<file path="src/rtl/axi_adc_spi_pkg.sv">
// Shared definitions for the AXI SPI ADC peripheral:
// register map, bit positions, FSM encodings and AXI response codes.
package axi_adc_spi_pkg;

    localparam logic [7:0] REG_CTRL   = 8'h00;
    localparam logic [7:0] REG_CLKDIV = 8'h04;
    localparam logic [7:0] REG_DATA   = 8'h08;
    localparam logic [7:0] REG_STATUS = 8'h0C;

    localparam int CTRL_START_BIT = 0;
    localparam int CTRL_CONT_BIT  = 1;
    localparam int CTRL_CH_LSB    = 2;
    localparam int CTRL_IRQ_BIT   = 5;

    localparam int STAT_BUSY_BIT  = 0;
    localparam int STAT_OVR_BIT   = 1;

    localparam int DATA_VALID_BIT = 31;

    localparam logic [1:0] RESP_OKAY = 2'b00;

    typedef enum logic [1:0] {
        WRIDLE,
        WRDATA,
        WRRESP
    } wr_state_t;

    typedef enum logic {
        RDIDLE,
        RDDATA
    } rd_state_t;

    typedef enum logic [1:0] {
        IDLE,
        SETUP,
        SHIFT,
        HOLD
    } eng_state_t;

endpackage

</file>
<file path="src/rtl/adc_spi_master.sv">
// Single-frame SPI mode-0 engine: command word out on MOSI, result in on MISO.
// Half-period and channel are frozen at frame start.
module adc_spi_master
    import axi_adc_spi_pkg::*;
#(
    parameter int DATA_BITS  = 12,
    parameter int FRAME_BITS = 16
) (
    input  logic                 aclk,
    input  logic                 aresetn,
    input  logic                 start,
    input  logic [2:0]           ch,
    input  logic [15:0]          div,
    output logic                 busy,
    output logic                 done,
    output logic [DATA_BITS-1:0] sample,
    output logic                 spi_sclk,
    output logic                 spi_cs_n,
    output logic                 spi_mosi,
    input  logic                 spi_miso
);

    localparam int BCW = $clog2(FRAME_BITS);

    eng_state_t            state;
    logic [15:0]           cnt;
    logic [15:0]           h;
    logic [BCW-1:0]        bit_cnt;
    logic [FRAME_BITS-1:0] cmd;
    logic [FRAME_BITS-1:0] tx;
    logic [DATA_BITS-1:0]  rx;
    logic                  phase_end;

    assign cmd       = {1'b1, ch, {(FRAME_BITS-4){1'b0}}};
    assign phase_end = (cnt == h - 16'd1);
    assign busy      = (state != IDLE);

    always_ff @(posedge aclk) begin
        if (!aresetn) begin
            state    <= IDLE;
            cnt      <= '0;
            h        <= 16'd1;
            bit_cnt  <= '0;
            tx       <= '0;
            rx       <= '0;
            done     <= 1'b0;
            sample   <= '0;
            spi_sclk <= 1'b0;
            spi_cs_n <= 1'b1;
            spi_mosi <= 1'b0;
        end else begin
            done <= 1'b0;
            unique case (state)
                IDLE: begin
                    if (start) begin
                        state    <= SETUP;
                        cnt      <= '0;
                        h        <= (div == 16'd0) ? 16'd1 : div;
                        tx       <= {cmd[FRAME_BITS-2:0], 1'b0};
                        spi_cs_n <= 1'b0;
                        spi_sclk <= 1'b0;
                        spi_mosi <= cmd[FRAME_BITS-1];
                    end
                end
                SETUP: begin
                    if (phase_end) begin
                        state    <= SHIFT;
                        cnt      <= '0;
                        bit_cnt  <= '0;
                        spi_sclk <= 1'b1;
                        rx       <= {rx[DATA_BITS-2:0], spi_miso};
                    end else begin
                        cnt <= cnt + 16'd1;
                    end
                end
                SHIFT: begin
                    if (!phase_end) begin
                        cnt <= cnt + 16'd1;
                    end else begin
                        cnt <= '0;
                        if (spi_sclk) begin
                            spi_sclk <= 1'b0;
                            spi_mosi <= tx[FRAME_BITS-1];
                            tx       <= {tx[FRAME_BITS-2:0], 1'b0};
                        end else if (bit_cnt == BCW'(FRAME_BITS - 1)) begin
                            state <= HOLD;
                        end else begin
                            spi_sclk <= 1'b1;
                            rx       <= {rx[DATA_BITS-2:0], spi_miso};
                            bit_cnt  <= bit_cnt + 1'b1;
                        end
                    end
                end
                HOLD: begin
                    if (phase_end) begin
                        state    <= IDLE;
                        spi_cs_n <= 1'b1;
                        done     <= 1'b1;
                        sample   <= rx;
                    end else begin
                        cnt <= cnt + 16'd1;
                    end
                end
                default: state <= IDLE;
            endcase
        end
    end

endmodule

</file>
<file path="src/rtl/axi_adc_spi.sv">
// AXI4-lite register front-end for the SPI ADC engine.
// Owns the sample buffer, VALID/OVERRUN flags and the completion interrupt.
module axi_adc_spi
    import axi_adc_spi_pkg::*;
#(
    parameter int C_ADDR_BITS = 8,
    parameter int DATA_BITS   = 12,
    parameter int FRAME_BITS  = 16,
    parameter int DIV_RESET   = 4
) (
    input  logic        aclk,
    input  logic        aresetn,
    input  logic [31:0] s_axi_awaddr,
    input  logic        s_axi_awvalid,
    output logic        s_axi_awready,
    input  logic [31:0] s_axi_wdata,
    input  logic [3:0]  s_axi_wstrb,
    input  logic        s_axi_wvalid,
    output logic        s_axi_wready,
    output logic [1:0]  s_axi_bresp,
    output logic        s_axi_bvalid,
    input  logic        s_axi_bready,
    input  logic [31:0] s_axi_araddr,
    input  logic        s_axi_arvalid,
    output logic        s_axi_arready,
    output logic [31:0] s_axi_rdata,
    output logic [1:0]  s_axi_rresp,
    output logic        s_axi_rvalid,
    input  logic        s_axi_rready,
    output logic        spi_sclk,
    output logic        spi_cs_n,
    output logic        spi_mosi,
    input  logic        spi_miso,
    output logic        adc_irq
);

    localparam logic [C_ADDR_BITS-1:0] A_CTRL   = C_ADDR_BITS'(REG_CTRL);
    localparam logic [C_ADDR_BITS-1:0] A_CLKDIV = C_ADDR_BITS'(REG_CLKDIV);
    localparam logic [C_ADDR_BITS-1:0] A_DATA   = C_ADDR_BITS'(REG_DATA);
    localparam logic [C_ADDR_BITS-1:0] A_STATUS = C_ADDR_BITS'(REG_STATUS);

    wr_state_t              wr_state;
    rd_state_t              rd_state;
    logic [C_ADDR_BITS-1:0] aw_addr;
    logic [C_ADDR_BITS-1:0] ar_addr;
    logic                   ctrl_cont;
    logic [2:0]             ctrl_ch;
    logic                   ctrl_irq_en;
    logic                   start_pulse;
    logic [15:0]            clkdiv;
    logic                   data_valid;
    logic [DATA_BITS-1:0]   data_sample;
    logic                   overrun;
    logic [31:0]            rd_mux;
    logic                   wr_fire;
    logic                   rd_fire;
    logic                   ovr_w1c;
    logic                   rd_data_hs;
    logic                   eng_busy;
    logic                   eng_done;
    logic [DATA_BITS-1:0]   eng_sample;
    logic                   unused_bits;

    assign ar_addr     = s_axi_araddr[C_ADDR_BITS-1:0];
    assign wr_fire     = s_axi_wvalid && s_axi_wready;
    assign rd_fire     = s_axi_arvalid && s_axi_arready;
    assign rd_data_hs  = rd_fire && (ar_addr == A_DATA);
    assign ovr_w1c     = wr_fire && (aw_addr == A_STATUS) &&
                         s_axi_wstrb[0] && s_axi_wdata[STAT_OVR_BIT];
    assign s_axi_bresp = RESP_OKAY;
    assign s_axi_rresp = RESP_OKAY;
    assign unused_bits = ^{s_axi_awaddr[31:C_ADDR_BITS],
                           s_axi_araddr[31:C_ADDR_BITS],
                           s_axi_wdata[31:16], s_axi_wstrb[3:2]};

    // done is a one-cycle registered pulse aligned with the cs_n rise
    assign adc_irq = eng_done && ctrl_irq_en;

    always_ff @(posedge aclk) begin
        if (!aresetn) begin
            wr_state      <= WRIDLE;
            s_axi_awready <= 1'b1;
            s_axi_wready  <= 1'b0;
            s_axi_bvalid  <= 1'b0;
            aw_addr       <= '0;
            ctrl_cont     <= 1'b0;
            ctrl_ch       <= '0;
            ctrl_irq_en   <= 1'b0;
            start_pulse   <= 1'b0;
            clkdiv        <= 16'(DIV_RESET);
        end else begin
            start_pulse <= 1'b0;
            unique case (wr_state)
                WRIDLE: begin
                    if (s_axi_awvalid) begin
                        aw_addr       <= s_axi_awaddr[C_ADDR_BITS-1:0];
                        s_axi_awready <= 1'b0;
                        s_axi_wready  <= 1'b1;
                        wr_state      <= WRDATA;
                    end
                end
                WRDATA: begin
                    if (s_axi_wvalid) begin
                        s_axi_wready <= 1'b0;
                        s_axi_bvalid <= 1'b1;
                        wr_state     <= WRRESP;
                        unique case (1'b1)
                            (aw_addr == A_CTRL): begin
                                if (s_axi_wstrb[0]) begin
                                    start_pulse <= s_axi_wdata[CTRL_START_BIT];
                                    ctrl_cont   <= s_axi_wdata[CTRL_CONT_BIT];
                                    ctrl_ch     <= s_axi_wdata[CTRL_CH_LSB +: 3];
                                    ctrl_irq_en <= s_axi_wdata[CTRL_IRQ_BIT];
                                end
                            end
                            (aw_addr == A_CLKDIV): begin
                                if (s_axi_wstrb[0]) clkdiv[7:0]  <= s_axi_wdata[7:0];
                                if (s_axi_wstrb[1]) clkdiv[15:8] <= s_axi_wdata[15:8];
                            end
                            default: ;
                        endcase
                    end
                end
                WRRESP: begin
                    if (s_axi_bready) begin
                        s_axi_bvalid  <= 1'b0;
                        s_axi_awready <= 1'b1;
                        wr_state      <= WRIDLE;
                    end
                end
                default: wr_state <= WRIDLE;
            endcase
        end
    end

    // A completing frame beats a concurrent DATA read or OVERRUN clear
    always_ff @(posedge aclk) begin
        if (!aresetn) begin
            data_valid  <= 1'b0;
            data_sample <= '0;
            overrun     <= 1'b0;
        end else begin
            if (eng_done) begin
                data_sample <= eng_sample;
                data_valid  <= 1'b1;
            end else if (rd_data_hs) begin
                data_valid <= 1'b0;
            end
            if (eng_done && data_valid) begin
                overrun <= 1'b1;
            end else if (ovr_w1c) begin
                overrun <= 1'b0;
            end
        end
    end

    always_comb begin
        rd_mux = '0;
        unique case (1'b1)
            (ar_addr == A_CTRL): begin
                rd_mux[CTRL_CONT_BIT]        = ctrl_cont;
                rd_mux[CTRL_CH_LSB +: 3]     = ctrl_ch;
                rd_mux[CTRL_IRQ_BIT]         = ctrl_irq_en;
            end
            (ar_addr == A_CLKDIV): rd_mux[15:0] = clkdiv;
            (ar_addr == A_DATA): begin
                rd_mux[DATA_BITS-1:0]        = data_sample;
                rd_mux[DATA_VALID_BIT]       = data_valid;
            end
            (ar_addr == A_STATUS): begin
                rd_mux[STAT_BUSY_BIT]        = eng_busy;
                rd_mux[STAT_OVR_BIT]         = overrun;
            end
            default: rd_mux = '0;
        endcase
    end

    always_ff @(posedge aclk) begin
        if (!aresetn) begin
            rd_state      <= RDIDLE;
            s_axi_arready <= 1'b1;
            s_axi_rvalid  <= 1'b0;
            s_axi_rdata   <= '0;
        end else begin
            unique case (rd_state)
                RDIDLE: begin
                    if (s_axi_arvalid) begin
                        s_axi_rdata   <= rd_mux;
                        s_axi_rvalid  <= 1'b1;
                        s_axi_arready <= 1'b0;
                        rd_state      <= RDDATA;
                    end
                end
                RDDATA: begin
                    if (s_axi_rready) begin
                        s_axi_rvalid  <= 1'b0;
                        s_axi_arready <= 1'b1;
                        rd_state      <= RDIDLE;
                    end
                end
                default: rd_state <= RDIDLE;
            endcase
        end
    end

    adc_spi_master #(
        .DATA_BITS  (DATA_BITS),
        .FRAME_BITS (FRAME_BITS)
    ) u_master (
        .aclk     (aclk),
        .aresetn  (aresetn),
        .start    (start_pulse || ctrl_cont),
        .ch       (ctrl_ch),
        .div      (clkdiv),
        .busy     (eng_busy),
        .done     (eng_done),
        .sample   (eng_sample),
        .spi_sclk (spi_sclk),
        .spi_cs_n (spi_cs_n),
        .spi_mosi (spi_mosi),
        .spi_miso (spi_miso)
    );

endmodule

</file>
<file path="config.mk">
export PLATFORM = sky130hd
export DESIGN_NAME = axi_adc_spi
export DESIGN_NICKNAME = d
export VERILOG_FILES = /design/src/rtl/axi_adc_spi_pkg.sv /design/src/rtl/adc_spi_master.sv /design/src/rtl/axi_adc_spi.sv
export SDC_FILE = /design/constraint.sdc
export NUM_CORES = 1
export LEC_CHECK = 0
export BUFFER_PORTS_ARGS = -buffer_cell sky130_fd_sc_hd__buf_4
export CAP_MARGIN = 40
export CORE_MARGIN = 1
export CORE_UTILIZATION = 54
export DETAILED_ROUTE_END_ITERATION = 12
export PLACE_DENSITY = 0.8
export SKIP_LAST_GASP = 1
export SLEW_MARGIN = 5
export SYNTH_ARGS = -nofsm -noshare
export SYNTH_HDL_FRONTEND = slang
export SYNTH_SLANG_ARGS = --single-unit
</file>
<file path="constraint.sdc">
create_clock -name aclk -period 3.8 [get_ports aclk]
set_clock_uncertainty 0.05 [all_clocks]
set_input_delay 0.38 -clock aclk [delete_from_list [all_inputs] [get_ports aclk]]
set_output_delay 0.38 -clock aclk [all_outputs]
set_load 0.1 [all_outputs]
</file>
==> metrics.yaml <==
ant_nets: 0
ys_warn_count: 0
synth_edf_count: 0
cp.arrival_ns: 3.94
dp_hpwl_um: 11000
end_kind: "flop"
postCtsSetupBuffers: 0
r2r_cells: 8
layout_common_cells: "dfxtp_1 (138), nand2_1 (97), nor2_1 (84)"
gp_congestion: 0.904
peakVddDrop_mv: 0.379
finalHoldViolations: 0
drc: 0
cts_inserted_buffers: 17
p_sw_share_pct: 32.2
syn_area_sq_um: 6390
dr_total_vias: 5670
status: "complete, no violations"
die_h_um: 111
synth_cell_types: 65
drive_gt1_share_pct: 16.6
holdCritPathClass: "in2reg"
synth_top_area_share_pct: 43.2
synth-seq-cells: 138
start_util_pct: 55.7
port_buffers: 67
overflow: 0
synth_largest_area_cell: "dfxtp_1"
core_sq_um: 11500
rows: 39
wl_per_cell_um: 16.5
htree_levels: 4
regArea_sq_um: 2760
tightest_slew_ns: 0.943
final_area_sq_um: 7520
die_w_um: 111
clockBufferDepth: 2
rsz0062_at_grt: "false"
tritoncts: "done"
clk_pin_slew_ns: 0.06
sequentialPowerShare_pct: 37.9
rrSetupSlack_ns: 0.11
drtIter0Drc: 413
internal_power_uw: 2740
grt_pass1_vias: 5458
switchingPower_uw: 1300
antenna_cells: 0
setup_tns_ns: 0
ys_seq_area_share_pct: 43.2
drtPass1Iterations: 5
multi_input_area_sq_um: 3360
grt_first_pass_wirelength_um: 25600
final_common_cell: "dfxtp_1"
p_leak_uw: 0.00297
wirelength_um: 15700
place_area_sq_um: 6920
grt_usage_pct: 25.7
hold_buffers: 0
cts_root_buf: "clkbuf_16"
drv_cap: 0
power_density_nw_per_um2: 537
finalSetupViolCount: 0
viasPerCell: 5.96
fin_nets: 911
comb_power_share_pct: 22.2
grt_max_degree: 59
synthTopCellsByArea: "dfxtp_1 (43%), mux2i_1 (9.1%), nand2_1 (5.7%)"
die_area_sq_um: 12300
holdPathStages: 2
min_period_ns: 3.69
min_period_over_period_pct: 97.2
path_max_fanout: 12
syn_to_final_growth_pct: 17.7
max_freq_mhz: 271
clock_sinks: 138
netlist_instances: 739
synthArstFlopShare_pct: 0
p_clk_share_pct: 39.9
ys.flop_type: "dfxtp_1"
antenna_found_initial: 0
slew_headroom_pct: 37.0
syn_avg_cell_area_sq_um: 8.64
clk_latency_ns: 0.42
cp_data_required_time_ns: 4.05
crit_type: "reg2reg"
io_pins: 153
drv_slew: 0
worst_setup_path_start_kind: "flop"
n_fill_cell: 869
-- per-stage QoR --
step           utilization, %  cells  worst slack, ns  power, uW  hold WS, ns
6_report                 65.6    951            0.105       4040        0.113
5_1_grt                  65.6    951          0.00977       4180        0.113
4_1_cts                  65.4    951            0.100       4020        0.108
3_5_place_dp             60.3    919            0.135       2420        0.397
3_3_place_gp             60.1    917            0.172       2400        0.389
2_1_floorplan               -    757            0.456       2240        0.381
-- logic make-up (layout without fill, tap and decap cells) --
logic type,Yosys count,after routing,share of synthesized area [%]
AND/OR/NAND/NOR,294,294,21.9
AO/OA/AOI/OAI,141,141,14.4
flip-flops,138,138,43.2
buffers and inverters,71,122,5.70
multiplexers,64,64,10.1
XOR/XNOR,22,22,3.02
adder cells (fa/ha/maj),8,8,1.57
other,1,19,0.0587
-- worst max-delay path, stage by stage (launching register included) --
cell and delay, ns:
dfxtp_1 0.37, or4_1 0.60, or4_1 0.58, a211oi_2 0.24, a31oi_1 0.10, or4_1 0.64
or3_1 0.65, a21oi_1 0.22, o22ai_1 0.12
-- sequential cells by signal, summed over array words and instances (netlist names), 3 cells and up --
register / cells
u_master.sample: 12
ctrl_ch: 3
u_master.cnt: 16
u_master.h: 16
u_master.tx: 3
aw_addr: 8
u_master.rx: 12
data_sample: 12
clkdiv: 16
s_axi_rdata: 17
u_master.bit_cnt: 4
-- worst paths after layout --
kind                                                       from                          endpoint
worst max-delay path                 u_master.h[0]$_SDFFE_PN1P_  u_master.bit_cnt[3]$_SDFFE_PN0P_
worst min-delay path                               s_axi_rready               rd_state$_SDFF_PN0_
worst max register to register       u_master.h[0]$_SDFFE_PN1P_  u_master.bit_cnt[3]$_SDFFE_PN0P_
worst min register to register  u_master.sample[3]$_SDFFE_PN0P_   u_master.sample[3]$_SDFFE_PN0P_
-- repair_timing --
item | CTS | global route
gates resized for setup | 0 | 4
endpoints found under the hold margin | 0 | 0
endpoints found under the setup margin | 0 | 35
-- cell usage after synthesis, types with 3 or more instances --
cell and instances:
a21oi_1 58, a221oi_1 6, a22o_1 4, a22oi_1 5, a31oi_1 6, and2_1 6, and3_1 8, buf_1 3
buf_2 6, buf_4 20, clkbuf_1 29, dfxtp_1 138, ha_1 8, inv_1 10, mux2_2 6, mux2i_1 58
nand2_1 97, nand2b_1 5, nand3_1 17, nand4_1 6, nor2_1 84, nor2b_1 4, nor3_1 18, nor4_1 8
o211ai_1 4, o21a_1 5, o21ai_0 17, o221a_2 3, o22ai_1 4, o31ai_1 9, or3_1 12, or4_1 15
xnor2_1 16, xor2_1 6
-- metal layers --
metal	routed length, um	global-route usage, %	up-vias
met5	0	0	-
met4	495	12.3	0
met3	938	5.41	46
met2	7580	43.3	240
met1	6640	31.2	2678
li1	-	-	2706
-- layout make-up --
| class | instances | area share [%] |
|---|---|---|
| well taps | 143 | 2.38 |
| repair buffers | 79 | 8.05 |
| multi-input cells | 548 | 44.6 |
| flip-flops and latches | 138 | 36.7 |
| inverters | 11 | 0.549 |
| clock inverters | 13 | 1.91 |
| clock buffers | 19 | 5.76 |
-- power by group through the flow --
stage          Clock, uW  Sequential (uW)  Combinational [uW]
2_1_floorplan          0             1660                 579
3_3_place_gp           0             1560                 838
3_5_place_dp           0             1560                 862
4_1_cts             1630             1530                 867
5_1_grt             1700             1540                 945
6_report            1610             1530                 896
Note: power is estimated with default switching activity, not from simulation.
